===== config.mk =====
export PLATFORM = sky130hd
export DESIGN_NAME = wb_rand_slave_ch
export DESIGN_NICKNAME = d
export VERILOG_FILES = /design/src/rtl/wb_rand_slave_model.sv
export SDC_FILE = /design/constraint.sdc
export NUM_CORES = 1
export LEC_CHECK = 0
export CORE_MARGIN = 8
export CORE_UTILIZATION = 25
export CTS_CLUSTER_SIZE = 16
export DETAILED_ROUTE_END_ITERATION = 10
export PLACE_DENSITY = 0.53
export SLEW_MARGIN = 20
export SYNTH_ARGS = -nofsm -noshare
export SYNTH_HDL_FRONTEND = slang
export SYNTH_SLANG_ARGS = --single-unit

===== constraint.sdc =====
create_clock -name clock -period 9.3 [get_ports clock]
set_input_delay 2.325 -clock clock [delete_from_list [all_inputs] [get_ports clock]]
set_output_delay 2.325 -clock clock [all_outputs]
set_load 0.02 [all_outputs]

===== src/rtl/wb_rand_slave_model.sv =====
// Multi-channel Wishbone classic slave model with bounded random wait states and stable read data.
// Optional macro WB_ERR_INJECT_EN enables random error responses in place of acks.

module wb_rand_slave_ch #(
  parameter int AW       = 30,
  parameter int DW       = 32,
  parameter int SW       = DW/8,
  parameter int MAX_WAIT = 3,
  parameter int CNT_W    = 16
) (
  input  logic             clock,
  input  logic             reset,
  input  logic [AW-1:0]    adr,
  input  logic [DW-1:0]    dat_w,
  input  logic [SW-1:0]    sel,
  input  logic             cyc,
  input  logic             stb,
  input  logic             we,
  input  logic [DW-1:0]    rand_dat,
  input  logic             rand_ack,
  input  logic             rand_err,
  output logic [DW-1:0]    dat_r,
  output logic             ack,
  output logic             err,
  output logic             viol,
  output logic [CNT_W-1:0] xfer_cnt
);
  localparam int WCW = (MAX_WAIT > 0) ? $clog2(MAX_WAIT + 1) : 1;

  typedef enum logic [1:0] {S_IDLE, S_WAIT, S_RESP} state_t;
  typedef struct packed {
    logic [AW-1:0] adr;
    logic [DW-1:0] dat;
    logic [SW-1:0] sel;
    logic          we;
  } req_t;

  state_t         state;
  req_t           cur, lat;
  logic [WCW-1:0] wait_cnt;
  logic           decide, err_now, bad;

  assign cur    = '{adr: adr, dat: dat_w, sel: sel, we: we};
  assign bad    = !cyc || !stb || (cur != lat);
  // at MAX_WAIT=0 the count is always at its limit, so rand_ack has no effect
  assign decide = rand_ack || (wait_cnt == WCW'(MAX_WAIT));

`ifdef WB_ERR_INJECT_EN
  assign err_now = rand_err;
`else
  logic unused_rand_err;
  assign unused_rand_err = rand_err;
  assign err_now = 1'b0;
`endif

  always_ff @(posedge clock) begin
    if (reset) begin
      state    <= S_IDLE;
      lat      <= '0;
      wait_cnt <= '0;
      ack      <= 1'b0;
      err      <= 1'b0;
      dat_r    <= '0;
      viol     <= 1'b0;
      xfer_cnt <= '0;
    end else begin
      case (state)
        S_IDLE: if (cyc && stb) begin
          lat      <= cur;
          wait_cnt <= '0;
          state    <= S_WAIT;
        end
        S_WAIT: begin
          if (bad) begin
            viol  <= 1'b1;
            state <= S_IDLE;
          end else if (decide) begin
            state <= S_RESP;
            if (err_now) begin
              err <= 1'b1;
            end else begin
              ack   <= 1'b1;
              dat_r <= lat.we ? '0 : rand_dat;
              if (xfer_cnt != '1) xfer_cnt <= xfer_cnt + CNT_W'(1);
            end
          end else begin
            wait_cnt <= wait_cnt + WCW'(1);
          end
        end
        S_RESP: begin
          // a request still present here is re-sampled in IDLE
          ack   <= 1'b0;
          err   <= 1'b0;
          state <= S_IDLE;
        end
        default: state <= S_IDLE;
      endcase
    end
  end
endmodule



==> flow_metrics.tcl, run 1 <==
set metrics [dict create \
    setup_slack_ns 4.12 \
    final_nets 930 \
    cp-endpoint "xfer_cnt[8]" \
    antenna_found_initial 3 \
    routed_via_density 4.46 \
    syn_area_per_cell_um2 8.04 \
    critPathMaxStageDelay_ns 0.56 \
    crit_path_end_kind "flip-flop" \
    ctsHtreeMaxLevel 4 \
    required_ns 9.60 \
    pin_count 156 \
    critPathLaunch "adr[8]" \
    path_max_fanout 73 \
    grt_usage_pct 12.4 \
    hold_slack_ns 0.449 \
    grt_pass1_wl_um 26300 \
    holdBufCountCts 0 \
    place.gp.congestion 0.724 \
    syn_nets 795 \
    route.detailed.drc 0 \
    reg2reg_slack_ns 6.18 \
    portBuffers 153 \
    dp_worst_setup_slack_ns 3.61 \
    yosys_warnings 0 \
    syn_area_um2 5530 \
    yosysSeqAreaShare_pct 43.8 \
    rsz0062_at_grt "false" \
    cts_tree "yes" \
    outcome "complete, no violations" \
    fmax_mhz 193 \
    synth.area.top_cells "dfxtp_1 44%, nand2_1 12%, a21oi_1 9.6%" \
    critPathKind "in -> reg" \
    core.rowCount 54 \
    r2r-end "xfer_cnt[8]" \
    grt_pass1_vias 4826 \
    irDropWorstVdd_mv 0.107 \
    drv_slew 0 \
    cts.clk_slew.worst_paths_ns 0.06 \
    tns_ns 0 \
    drt_first_iter_violations 260 \
    antenna_left 0 \
    hold_path.startpoint "dat_r[13]" \
    numCtsBuffers 17 \
    dp.cells 1084 \
    postCtsSetupBuffers 0 \
    synth_edf_count 0 \
    drt_first_pass_iters 4 \
    p_leak_nw 2.65 \
    fp.coreArea_um2 21800 \
    grt_overflow 0 \
    final_area_um2 7860 \
    routed_wl_um 16900 \
    area_growth_pct 42.1 \
    synth_cell_types 45 \
    cap_violations 0 \
    finalHoldViolations 0 \
    cts_root_buffer "clkbuf_16" \
    r2r-start "lat[0]" \
    yosysTopAreaCellShare_pct 43.8 \
    clockBufferDepth 2 \
    layout.cells.non_filler 1119 \
    clock_skew_ns 0.0102 \
    relSlewSlack_pct 33.6 \
    die_h_um 165 \
    final-setup-viol-count 0 \
    ys_top_cells_by_count "179 x nand2_1, 121 x dfxtp_1, 106 x a21oi_1, 41 x xnor2_1, 35 x clkbuf_1" \
    grt_start_max_net_pins 87 \
    worstRegToRegCells 9 \
    arrival_ns 5.48 \
    dpl.hpwl_um 11600 \
    drive_gt1_share_pct 6.10 \
    synth_most_common_cell "nand2_1" \
    synthArstFlopShare_pct 0 \
    worstMarginPinSlew_ns 0.996 \
    num_vias 4987 \
    design.die.area_um2 27100 \
    clock_sinks 121 \
    clk_latency_ns 0.41 \
    powerDensity_nw_per_um2 170 \
    yosys_register_bits 121 \
    post_cts_resized 0 \
    crit_path_top_delay_cell "or3_2" \
    start_util_pct 25.4 \
    whs_path_depth 2 \
    synth_flop_cell "dfxtp_1" \
    hold_class "reg -> reg" \
    period_needed_ns 5.18 \
    dpl_cell_area_um2 7260 \
    crit_path_start_kind "input pin" \
    synth_top_area_cell "dfxtp_1" \
    post-route-period-util_pct 55.7 \
    synthCells 688 \
    cp_cell_sequence "clkdlybuf4s50_1, and2b_1, a2111o_1, nor4_2, nand4_1, or3_2, buf_4, nor4b_2, mux2_1" \
    avgRoutedWirePerCell_um 15.1 \
    die_x_um 165 \
]
[metrics by stage]
stage	utilization, %	total power [mW]
floorplan	-	0.614
global route	36.1	1.41
global placement	33.4	0.681
detailed placement	33.4	0.683
CTS	36.1	1.36
finish	36.1	1.34
[kinds of logic (layout without fill, tap and decap cells)]
family          after synthesis  after routing  share of synthesized area (%)
buf+inv                      61            209                           4.75
flops                       121            121                           43.8
xor+xnor                     46             46                           7.28
other cells                   1              4                         0.0678
simple gates                318            318                           28.8
fa+ha+maj                     2              2                          0.452
compound gates              134            134                           13.8
mux                           5              5                           1.02
[critical path: cells and delay by family]
family / cells / cell delay, ns
compound gates: 1 / 0.38
buf+inv: 2 / 0.81
mux: 1 / 0.34
simple gates: 5 / 1.62
[cell type report]
class | count | area (µm²)
Fill cell | 2273 | 13900
Multi-Input combinational cell | 506 | 2850
Sequential cell | 121 | 2420
Timing Repair Buffer | 158 | 1570
Clock buffer | 18 | 429
Tap cell | 280 | 350
Clock inverter | 14 | 161
Inverter | 19 | 71.3
Antenna cell | 3 | 7.51
[registers in the layout, summed over array words and instances, names as in the netlist]
signal    cells
ack           1
dat_r        32
lat          67
state         2
viol          1
wait_cnt      2
xfer_cnt     16
[routing by layer]
layer / up-vias / part of all wire (%) / track usage [%]
li1: 2598 / - / -
met1: 2251 / 46 / 15.7
met2: 119 / 44 / 19.0
met3: 15 / 8.5 / 4.89
met4: 4 / 1.4 / 4.22
met5: - / 0.15 / 0
[power breakdown]
group          internal, mW  switching, mW
Combinational        0.0686         0.0596
Clock                 0.401          0.267
Sequential            0.533        0.00881
Total                  1.00          0.336
[worst min-delay path by stage]
stage / slack [ns] / endpoint
floorplan: 0.44 / lat[57]
global placement: 0.44 / dat_r[17]
detailed placement: 0.45 / dat_r[13]
CTS: 0.45 / dat_r[13]
global route: 0.46 / dat_r[29]
finish: 0.45 / dat_r[13]
[placed cells by master, fill, tap and decap left out, types with 13 or more instances in the layout]
cell type        synthesis  layout
nand2_1                179     179
clkdlybuf4s50_1          0     152
dfxtp_1                121     121
a21oi_1                106     106
xnor2_1                 41      41
or3b_1                  32      32
nor2b_1                 22      22
inv_1                   19      19
nor2_1                  19      19
clkbuf_16                0      17
nand3_1                 13      13
No activity file was read; power rests on OpenSTA's default activity.
==> run 2, diff against run 1 <==
PLACE_DENSITY = 0.55   (was 0.53)
clock period = 4.5 ns   (was 9.3 ns; I/O delays follow)
==> flow_metrics.tcl, run 2 (same netlist as run 1, synthesis figures left out) <==
set metrics [dict create \
    post-route-period-util_pct 84.8 \
    ctsHtreeMaxLevel 4 \
    path_delay_family "simple AND/OR/NAND/NOR gates" \
    critPathKind "in -> reg" \
    crit_path_start_kind "input pin" \
    antenna_found_initial 4 \
    hold_class "reg -> reg" \
    outcome "complete, no violations" \
    design.die.area_um2 27100 \
    layout_commonest_cell "nand2_1" \
    grt_pass1_vias 4801 \
    clock_skew_ns 0.0180 \
    multi_input_area_um2 2850 \
    fp.coreArea_um2 21800 \
    routed_wl_um 16500 \
    clockBufferDepth 2 \
    final-setup-viol-count 0 \
    start_util_pct 25.4 \
    grt_usage_pct 12.1 \
    portBuffers 153 \
    postCtsSetupBuffers 0 \
    drt_first_pass_iters 5 \
    cts.clk_slew.worst_paths_ns 0.07 \
    grt_overflow 0 \
    powerDensity_nw_per_um2 356 \
    fillers 2256 \
    crit_path_top_delay_cell "clkdlybuf4s50_1" \
    pin_count 156 \
    clk_latency_ns 0.42 \
    relSlewSlack_pct 48.2 \
    worstMarginPinSlew_ns 0.777 \
    path_max_fanout 11 \
    cts_tree "yes" \
    critPathBufInv 3 \
    dpl.hpwl_um 11600 \
    crit_path_end_kind "flip-flop" \
    arrival_ns 4.12 \
    mostFrequentLayoutCells "179 x nand2_1, 152 x clkdlybuf4s50_1, 121 x dfxtp_1" \
    cts_root_buffer "clkbuf_16" \
    cp_cell_sequence "clkdlybuf4s50_1, inv_1, a2111o_1, nor4_2, nand4_2, buf_4, or3_1, nor4_1, mux2_2" \
    largest_reg_flops 67 \
    critPathMaxStageDelay_ns 0.51 \
    routed_via_density 4.48 \
    largestRegisters "lat: 67 flops, dat_r: 32 flops, xfer_cnt: 16 flops" \
    die_x_um 165 \
    holdBufCountCts 0 \
    area_growth_pct 43.3 \
    required_ns 4.81 \
    tns_ns 0 \
    finalHoldViolations 0 \
    hold_slack_ns 0.449 \
    num_vias 5022 \
    rsz0062_at_grt "false" \
    period_needed_ns 3.81 \
    clock_sinks 121 \
    grt_pass1_wl_um 25700 \
    post_cts_resized 0 \
    drv_slew 0 \
    die_h_um 165 \
    place.gp.congestion 0.743 \
    irDropWorstVdd_mv 0.181 \
    drt_first_iter_violations 322 \
    largest_register "lat" \
    regArea_um2 2420 \
    drive_gt1_share_pct 6.44 \
    final_nets 933 \
    grt_start_max_net_pins 69 \
    route.detailed.drc 0 \
    numCtsBuffers 17 \
    core.rowCount 54 \
    p_leak_nw 2.68 \
    antenna_left 0 \
    fmax_mhz 262 \
    avgRoutedWirePerCell_um 14.8 \
    cap_violations 0 \
]
[run 2: cell count changes in the layout (fill, tap and decap cells not counted), sizes merged]
cell,delta
buf,+3
clkbuf,+2
diode,-2
bufinv,+1
clkinvlp,+1
inv,-4
[run 2: final timing paths]
check,from,to,slack [ns],depth (start not counted)
max reg2reg,lat[0],xfer_cnt[13],1.53,9
max,adr[16],xfer_cnt[13],0.69,9
min,dat_r[12],dat_r[12],0.45,2
min reg2reg,dat_r[12],dat_r[12],0.45,2
[run 2: layer usage]
metal | GRT usage (%) | part of all wire [%]
met1 | 15.3 | 46
met2 | 18.7 | 46
met3 | 4.21 | 6.8
met4 | 4.46 | 1.2
met5 | 0 | 0.25
[run 2: worst reg2reg max path: cells and delay by family (launching register included)]
kind                   cells  cell delay [ns]
AO/OA/AOI/OAI              1             0.13
buffers and inverters      2             0.45
flip-flops                 1             0.31
multiplexers               1             0.38
AND/OR/NAND/NOR            5             1.61
[run 2: through the flow]
step                      worst slack (ns)  cells  cell area, µm²  utilization [%]  power, mW
after global routing                 0.535   1120            7920             36.4       2.95
after detailed placement             0.238   1087            7300             33.5       1.41
after global placement               0.223   1087            7300             33.5       1.41
after floorplan                       1.12    688            5530                -       1.27
final                                0.685   1120            7920             36.4       2.82
after CTS                            0.678   1119            7920             36.4       2.87
[run 2: area by class of cell]
type,count,share of cell area (%)
clock inverter,12,2.08
antenna,1,0.0316
multi-input combinational,506,36.0
clock buffer,20,5.76
tap,280,4.42
timing repair buffer,161,20.2
sequential,121,30.6
inverter,19,0.900
[run 2: report_power, final]
part	internal, mW	switching (mW)	total (mW)
clock network	0.907	0.532	1.44
registers	1.10	0.0187	1.12
logic	0.142	0.121	0.263
==> run 3, diff against run 2 <==
clock period = 3.4 ns   (was 4.5 ns; I/O delays follow)
==> flow_metrics.tcl, run 3 (same netlist as run 1, synthesis figures left out) <==
set metrics [dict create \
    mostFrequentLayoutCells "179 x nand2_1, 152 x clkdlybuf4s50_1, 121 x dfxtp_1" \
    clock_sinks 121 \
    largest_reg_flops 67 \
    drv_slew 0 \
    post-route-period-util_pct 99.0 \
    arrival_ns 3.70 \
    irDropWorstVdd_mv 0.256 \
    critPathBufInv 3 \
    p_leak_nw 2.80 \
    finalHoldViolations 0 \
    critPathMaxStageDelay_ns 0.45 \
    required_ns 3.74 \
    fmax_mhz 297 \
    grt_usage_pct 12.1 \
    num_vias 5088 \
    path_delay_family "simple AND/OR/NAND/NOR gates" \
    largestRegisters "lat: 67 flops, dat_r: 32 flops, xfer_cnt: 16 flops" \
    grt_pass1_wl_um 25800 \
    clk_latency_ns 0.42 \
    route.detailed.drc 0 \
    cts.clk_slew.worst_paths_ns 0.06 \
    antenna_left 0 \
    dpl.hpwl_um 11700 \
    relSlewSlack_pct 62.1 \
    final-setup-viol-count 0 \
    die_h_um 165 \
    routed_via_density 4.44 \
    place.gp.congestion 0.749 \
    antenna_found_initial 1 \
    clockBufferDepth 2 \
    grt_pass1_vias 4816 \
    die_x_um 165 \
    largest_register "lat" \
    design.die.area_um2 27100 \
    fp.coreArea_um2 21800 \
    worstMarginPinSlew_ns 0.569 \
    path_max_fanout 63 \
    outcome "complete, no violations" \
    crit_path_start_kind "input pin" \
    drt_first_iter_violations 335 \
    critPathKind "in -> reg" \
    finish.utilization_pct 37.4 \
    crit_path_top_delay_cell "clkdlybuf4s50_1" \
    cts_tree "yes" \
    numCtsBuffers 17 \
    layout_commonest_cell "nand2_1" \
    rsz0062_at_grt "true" \
    cap_violations 0 \
    dpl_cell_area_um2 7520 \
    dp.cells 1112 \
    grt_overflow 0 \
    clock_skew_ns 0.00888 \
    drive_gt1_share_pct 9.48 \
    final_nets 959 \
    pin_count 156 \
    start_util_pct 25.4 \
    core.rowCount 54 \
    grt_start_max_net_pins 112 \
    crit_path_end_kind "flip-flop" \
    final_area_um2 8140 \
    cp_cell_sequence "clkdlybuf4s50_1, nor2b_1, a2111o_1, nor4_2, nand4_2, buf_4, or3_4, buf_12, or3b_1, a21oi_1" \
    ctsHtreeMaxLevel 4 \
    cts_root_buffer "clkbuf_16" \
    drt_first_pass_iters 4 \
    avgRoutedWirePerCell_um 14.5 \
    powerDensity_nw_per_um2 447 \
    hold_class "reg -> reg" \
    period_needed_ns 3.37 \
    portBuffers 153 \
    area_growth_pct 47.1 \
    layout.cells.non_filler 1146 \
    tns_ns 0 \
    routed_wl_um 16600 \
]
-- run 3: cell count changes in the layout (fill, tap and decap cells not counted), moves of 2 or more --
cell,previous run,this run
nor4_2,2,4
buf_4,8,31
nor4_1,7,5
clkbuf_8,2,0
or3_4,0,2
clkinv_2,0,2
buf_12,1,4
-- run 3: worst register-to-register path, stage by stage (launching register included) --
cell	delay, ns
dfxtp_1	0.32
nor2b_1	0.14
a2111o_1	0.35
nor4_2	0.32
nand4_2	0.18
buf_4	0.19
or3_4	0.40
buf_12	0.20
or3b_1	0.41
a21oi_1	0.17
-- run 3: power breakdown --
group | switching, mW | internal (mW) | leakage (nW)
clock network | 0.701 | 1.09 | 0.275
registers | 0.0247 | 1.46 | 0.982
logic | 0.165 | 0.204 | 1.54
total | 0.890 | 2.75 | 2.80
-- run 3: worst paths after layout --
check	slack (ns)	to	depth (start not counted)	start
worst min-delay path	0.45	dat_r[6]	2	dat_r[6]
worst max-delay path	0.03	dat_r[4]	10	adr[4]
worst min register to register	0.45	dat_r[6]	2	dat_r[6]
worst max register to register	0.65	dat_r[4]	9	lat[11]
-- run 3: final cells by class --
cell class                      count  area, µm²
Antenna cell                        1       2.50
Clock buffer                       19        433
Clock inverter                     13        148
Fill cell                        2244      13600
Inverter                           19       71.3
Multi-Input combinational cell    506       2870
Sequential cell                   121       2420
Tap cell                          280        350
Timing Repair Buffer              187       1830
-- run 3: repair_timing --
action                     CTS  global route
pin swaps                    0             2
hold buffers                 0             0
setup buffers                0             1
setup endpoints to repair    2             7
gates resized for setup      2             2
-- run 3: per-stage QoR --
| step | setup slack (ns) | hold slack, ns | power, mW |
|---|---|---|---|
| finish | 0.0341 | 0.447 | 3.64 |
| global route | -0.0721 | 0.472 | 3.82 |
| CTS | -0.00373 | 0.451 | 3.71 |
| detailed placement | -0.447 | 0.443 | 1.89 |
| global placement | -0.462 | 0.438 | 1.88 |
| floorplan | 0.292 | 0.436 | 1.68 |
-- run 3: metal layers --
metal  routed length, µm  track usage, %  up-vias
met1                7900            15.6     2306
li1                    -               -     2654
met2                7530            18.7      108
met3                1010            4.11       18
met5                   9               0        -
met4                 198            3.85        2
==> edit 1: new RTL, settings of run 1 <==
`MAX_WAIT`: 3 -> 5.
--- a/src/rtl/wb_rand_slave_model.sv
+++ b/src/rtl/wb_rand_slave_model.sv
@@ -5,7 +5,7 @@
   parameter int AW       = 30,
   parameter int DW       = 32,
   parameter int SW       = DW/8,
-  parameter int MAX_WAIT = 3,
+  parameter int MAX_WAIT = 5,
   parameter int CNT_W    = 16
 ) (
   input  logic             clock,
Check against the original RTL: not equivalent (a bounded check fails within 10 cycles, from zero or initial values and one cycle with reset high).
==> edit 1 against run 1 <==
- power up 3.3%
- setup slack worse by 13 ps
- utilization down 0.37 points
- routed wire length up 4.7%
- design area up 2.4%
- cell count up 1.4%
- area after synthesis up 3.1%
- sequential cell count up 1
- global-route usage up 0.20 points
- critical path depth down 1
- fmax down 0.25%
==> edit 1: results (changes against run 1) <==
outcome completed; Netlist cell types 39 (-13%); antenna diode count 0 (-3); largest net degree at the start of global routing 86 (-1.1%); critical path peak fanout 70 (-4.1%); vias in the first global route 4885 (+1.2%); Syn Nets 812 (+2.1%); Critical Path AT 5510 ps (+30 ps); first-pass GRT wire length 27970 µm (+6.3%); Routed WL per cell 15.57 µm (+3.2%); initial antenna violation count 0 (-3); fillers 2377 (+4.6%); slowest CP cell nand3_4; P_leak 0.002890 µW (+8.9%); worst clock skew 17.23 ps (+7.010 ps); synth top area cells dfxtp_1 43%, nand2_1 12%, a21oi_1 10%, xor2_1 9.5%, or3b_1 5.1%; Crit. Startpoint adr[14]; sequential fraction of the synthesis area 0.4284 (-0.009657); R2R Path Start lat[57]$_SDFFE_PP0P_; Critical Path Max Stage Delay 630 ps (+70 ps); share of cells above drive strength 1 0.05647 (-0.004534); peak supply drop 0.0001165 V (+8.8%); Global Route Usage Sum 0.1263 (+0.002037); Iter 0 DRT Violations 286 (+10%); Placer Congestion 0.7655 (+5.7%); slew at the pin closest to its max-slew limit 943.2 ps (-52.41 ps)
[edit 1: cell types whose count changed in the layout (fill, tap and decap cells not counted), sizes merged, moves of 4 or more]
| cell | before | now |
|---|---|---|
| xor2 | 5 | 62 |
| xnor2 | 41 | 1 |
| inv | 25 | 7 |
| nor4 | 9 | 27 |
| a21oi | 106 | 115 |
| nand2b | 10 | 1 |
| nor2b | 22 | 15 |
| a2111o | 6 | 0 |
| nor3 | 7 | 13 |
| o22ai | 5 | 0 |
| o31ai | 3 | 7 |
| or4 | 4 | 8 |
[edit 1: kinds of logic (layout without fill, tap and decap cells)]
group	count (synthesis)	in the layout	synth area share
other	1	1	0.0006577
DFF	122	122	0.4284
xor gates and xnor gates	63	63	0.09677
and+or+nand+nor	328	328	0.2960
buffers and inverters	49	195	0.03862
muxes	6	6	0.01185
adders and majority gates	3	3	0.006584
AOI/OAI and AO/OA	132	132	0.1211
[edit 1: critical path, delay by kind of cell]
kind                   cells  cell delay [ps]
buffers and inverters      1              450
AO/OA/AOI/OAI              2              750
XOR/XNOR                   1              200
AND/OR/NAND/NOR            4             1730
[edit 1: power by group]
| group | switching (µW) | internal [µW] | leakage (µW) |
|---|---|---|---|
| clock network | 260 | 438 | 0.000296 |
| registers | 8.77 | 537 | 0.000990 |
| logic | 72.2 | 66.6 | 0.00160 |
| total | 341 | 1040 | 0.00289 |
[edit 1: through the flow]
step | util | cell area (µm²) | setup WS (ps) | std cells
detailed placement | 0.3302 | 7430 | 3610 | 1103
floorplan | - | 5702 | 4989 | 704
global placement | 0.3302 | 7430 | 3619 | 1103
CTS | 0.3577 | 8049 | 4054 | 1135
finish | 0.3577 | 8049 | 4108 | 1135
global route | 0.3577 | 8049 | 3831 | 1135
[edit 1: area by class of cell]
class	instances	share of cell area
clock buffer	19	0.05627
sequential	122	0.3034
timing repair buffer	158	0.1946
inverter	5	0.002332
multi-input combinational	533	0.3784
tap	285	0.04430
clock inverter	13	0.02067
[edit 1: final timing paths]
| check | slack, ps | depth (start not counted) | to |
|---|---|---|---|
| min | 450 | 2 | dat_r[16]$_SDFFE_PP0P_ |
| max | 4110 | 8 | xfer_cnt[12]$_SDFFE_PP0P_ |
| max reg2reg | 6140 | 7 | xfer_cnt[12]$_SDFFE_PP0P_ |
| min reg2reg | 450 | 2 | dat_r[16]$_SDFFE_PP0P_ |
[edit 1: metal layers]
layer  up-vias  GRT usage  share of wire  wire, µm
met3        12    0.04303          0.061      1074
met5         -          0              0         0
li1       2673          -              -         -
met1      2313     0.1641           0.47      8365
met2       130     0.1979           0.46      8093
met4         0    0.02938         0.0078       138
==> edit 2: new RTL, settings of run 1 <==
Made on the original files. Put one more register stage on the output `xfer_cnt`, with the module's reset. The value now appears one clock later. The other outputs are not delayed to match.
--- a/src/rtl/wb_rand_slave_model.sv
+++ b/src/rtl/wb_rand_slave_model.sv
@@ -35,6 +35,8 @@
     logic          we;
   } req_t;
 
+  logic [CNT_W-1:0] xfer_cnt_s0;
+
   state_t         state;
   req_t           cur, lat;
   logic [WCW-1:0] wait_cnt;
@@ -62,7 +64,7 @@
       err      <= 1'b0;
       dat_r    <= '0;
       viol     <= 1'b0;
-      xfer_cnt <= '0;
+      xfer_cnt_s0 <= '0;
     end else begin
       case (state)
         S_IDLE: if (cyc && stb) begin
@@ -81,7 +83,7 @@
             end else begin
               ack   <= 1'b1;
               dat_r <= lat.we ? '0 : rand_dat;
-              if (xfer_cnt != '1) xfer_cnt <= xfer_cnt + CNT_W'(1);
+              if (xfer_cnt_s0 != '1) xfer_cnt_s0 <= xfer_cnt_s0 + CNT_W'(1);
             end
           end else begin
             wait_cnt <= wait_cnt + WCW'(1);
@@ -97,6 +99,14 @@
       endcase
     end
   end
+  always_ff @(posedge clock) begin
+    if (reset) begin
+      xfer_cnt <= '0;
+    end else begin
+      xfer_cnt <= xfer_cnt_s0;
+    end
+  end
+
 endmodule
 
 
Behaviour: not the same (a bounded check fails within 4 cycles, from zero or initial values and one cycle with reset high).
==> edit 2 against run 1 <==
- routed wire length grew 1.2%
- fmax shrank 6.4%
- critical path depth fell by 1
- register-to-register slack lost 520 ps
- clock skew increased by 1.7 ps
- setup slack worse by 350 ps
- die area rose by 5.3%
- worst hold slack gained 16 ps
- area after synthesis up 5.9%
- design area rose by 4.4%
- power increased by 3.2%
- non-clock buffer count increased by 1
- clock power fell by 3.3%
- sequential cell count is 16 higher
- largest cell class unchanged
- largest power group unchanged
==> edit 2: results (changes against run 1) <==
worst setup path endpoint xfer_cnt_s0[12]$_SDFFE_PP0P_; Clock buf/inv share 0.06877 (-0.006352); peak supply drop 0.00007619 V (-29%); met2 usage 0.1892 (-0.0004817); Yosys reg bits 137 (+13%); bufs w/o clock 159 (+0.63%); worst hold slack 464.3 ps (+15.61 ps); Post-synth top cells 143 x nand2_1, 137 x dfxtp_1, 105 x a21oi_1; buffering overhead 0.1918 (-0.007441); outcome completed; Crit. Startpoint adr[24]; placed cell areas 7639 µm² (+5.2%); Slew HR 0.3027 (-0.03351); Clock Buffer Count 21 (+3); Iter 0 DRT Violations 219 (-16%); Top Registers lat: 67 flops, dat_r: 32 flops; vias in the first global route 4788 (-0.79%); DR WL met2 8004 µm (+6.9%); Routed WL per cell 14.46 µm (-4.1%); largest net degree at the start of global routing 84 (-3.4%); GR Util met1 0.1529 (-0.003796); Critical Path Max Stage Delay 850 ps (+290 ps); first-pass GRT wire length 26940 µm (+2.4%); dpl ws 3194 ps (-414.1 ps); final wirelength 17070 µm (+1.2%); antenna diode count 1 (-2); critical path peak fanout 47 (-36%); Inst Count DP 1149 (+6.0%); Routed met3 length 936 µm (-35%); Vias 5024 (+0.74%); Global Route Usage Sum 0.1191 (-0.005081); share of cells above drive strength 1 0.05110 (-0.009901); slowest CP cell nand3_2; sequential fraction of the synthesis area 0.4683 (+0.03027); Placer Congestion 0.7024 (-3.0%); Signal inverters 35 (+16); Critical Path AT 5830 ps (+350 ps); P_leak 0.003136 µW (+18%); worst clock skew 11.92 ps (+1.696 ps); r2r worst-path depth 8 (-1); multi-input combinational area share 0.3402 (-0.02269); Hold Path Sink lat[46]$_SDFFE_PP0P_; setup ws final 3767 ps (-354.0 ps); sequential share of cell area 0.3342 (+0.02612); met1 WL 7958 µm (+3.4%); flop2flop setup slack 5660 ps (-520 ps); cells after synthesis 719 (+4.5%); DP HPWL 11540 µm (-0.57%); Syn Nets 826 (+3.9%); Final Util 0.3527 (-0.008609); Netlist cell types 40 (-11%); synth top area cells dfxtp_1 47%, nand2_1 9.2%, a21oi_1 9.0%, xor2_1 8.2%, nor4_1 4.9%
[edit 2: worst reg2reg max path, delay by kind of cell, from the launching register on]
kind          cells  cell delay, ps
simple gates      5            2370
flops             1             310
xor+xnor          1             180
buf+inv           1             360
mux               1             310
[edit 2: cells by family (layout without fill, tap and decap cells)]
logic type / count (synthesis) / after routing / synth area share
buffers and inverters: 83 / 225 / 0.05618
and+or+nand+nor: 303 / 303 / 0.2455
other: 1 / 2 / 0.0006403
AOI/OAI and AO/OA: 113 / 113 / 0.09998
muxes: 13 / 13 / 0.02499
adders and majority gates: 2 / 2 / 0.004272
DFF: 137 / 137 / 0.4683
xor gates and xnor gates: 67 / 67 / 0.1002
[edit 2: report_power, final]
| part | internal [µW] | switching (µW) | total (µW) |
|---|---|---|---|
| clock | 388 | 259 | 647 |
| combinational | 64.1 | 59.7 | 124 |
| sequential | 601 | 8.61 | 610 |
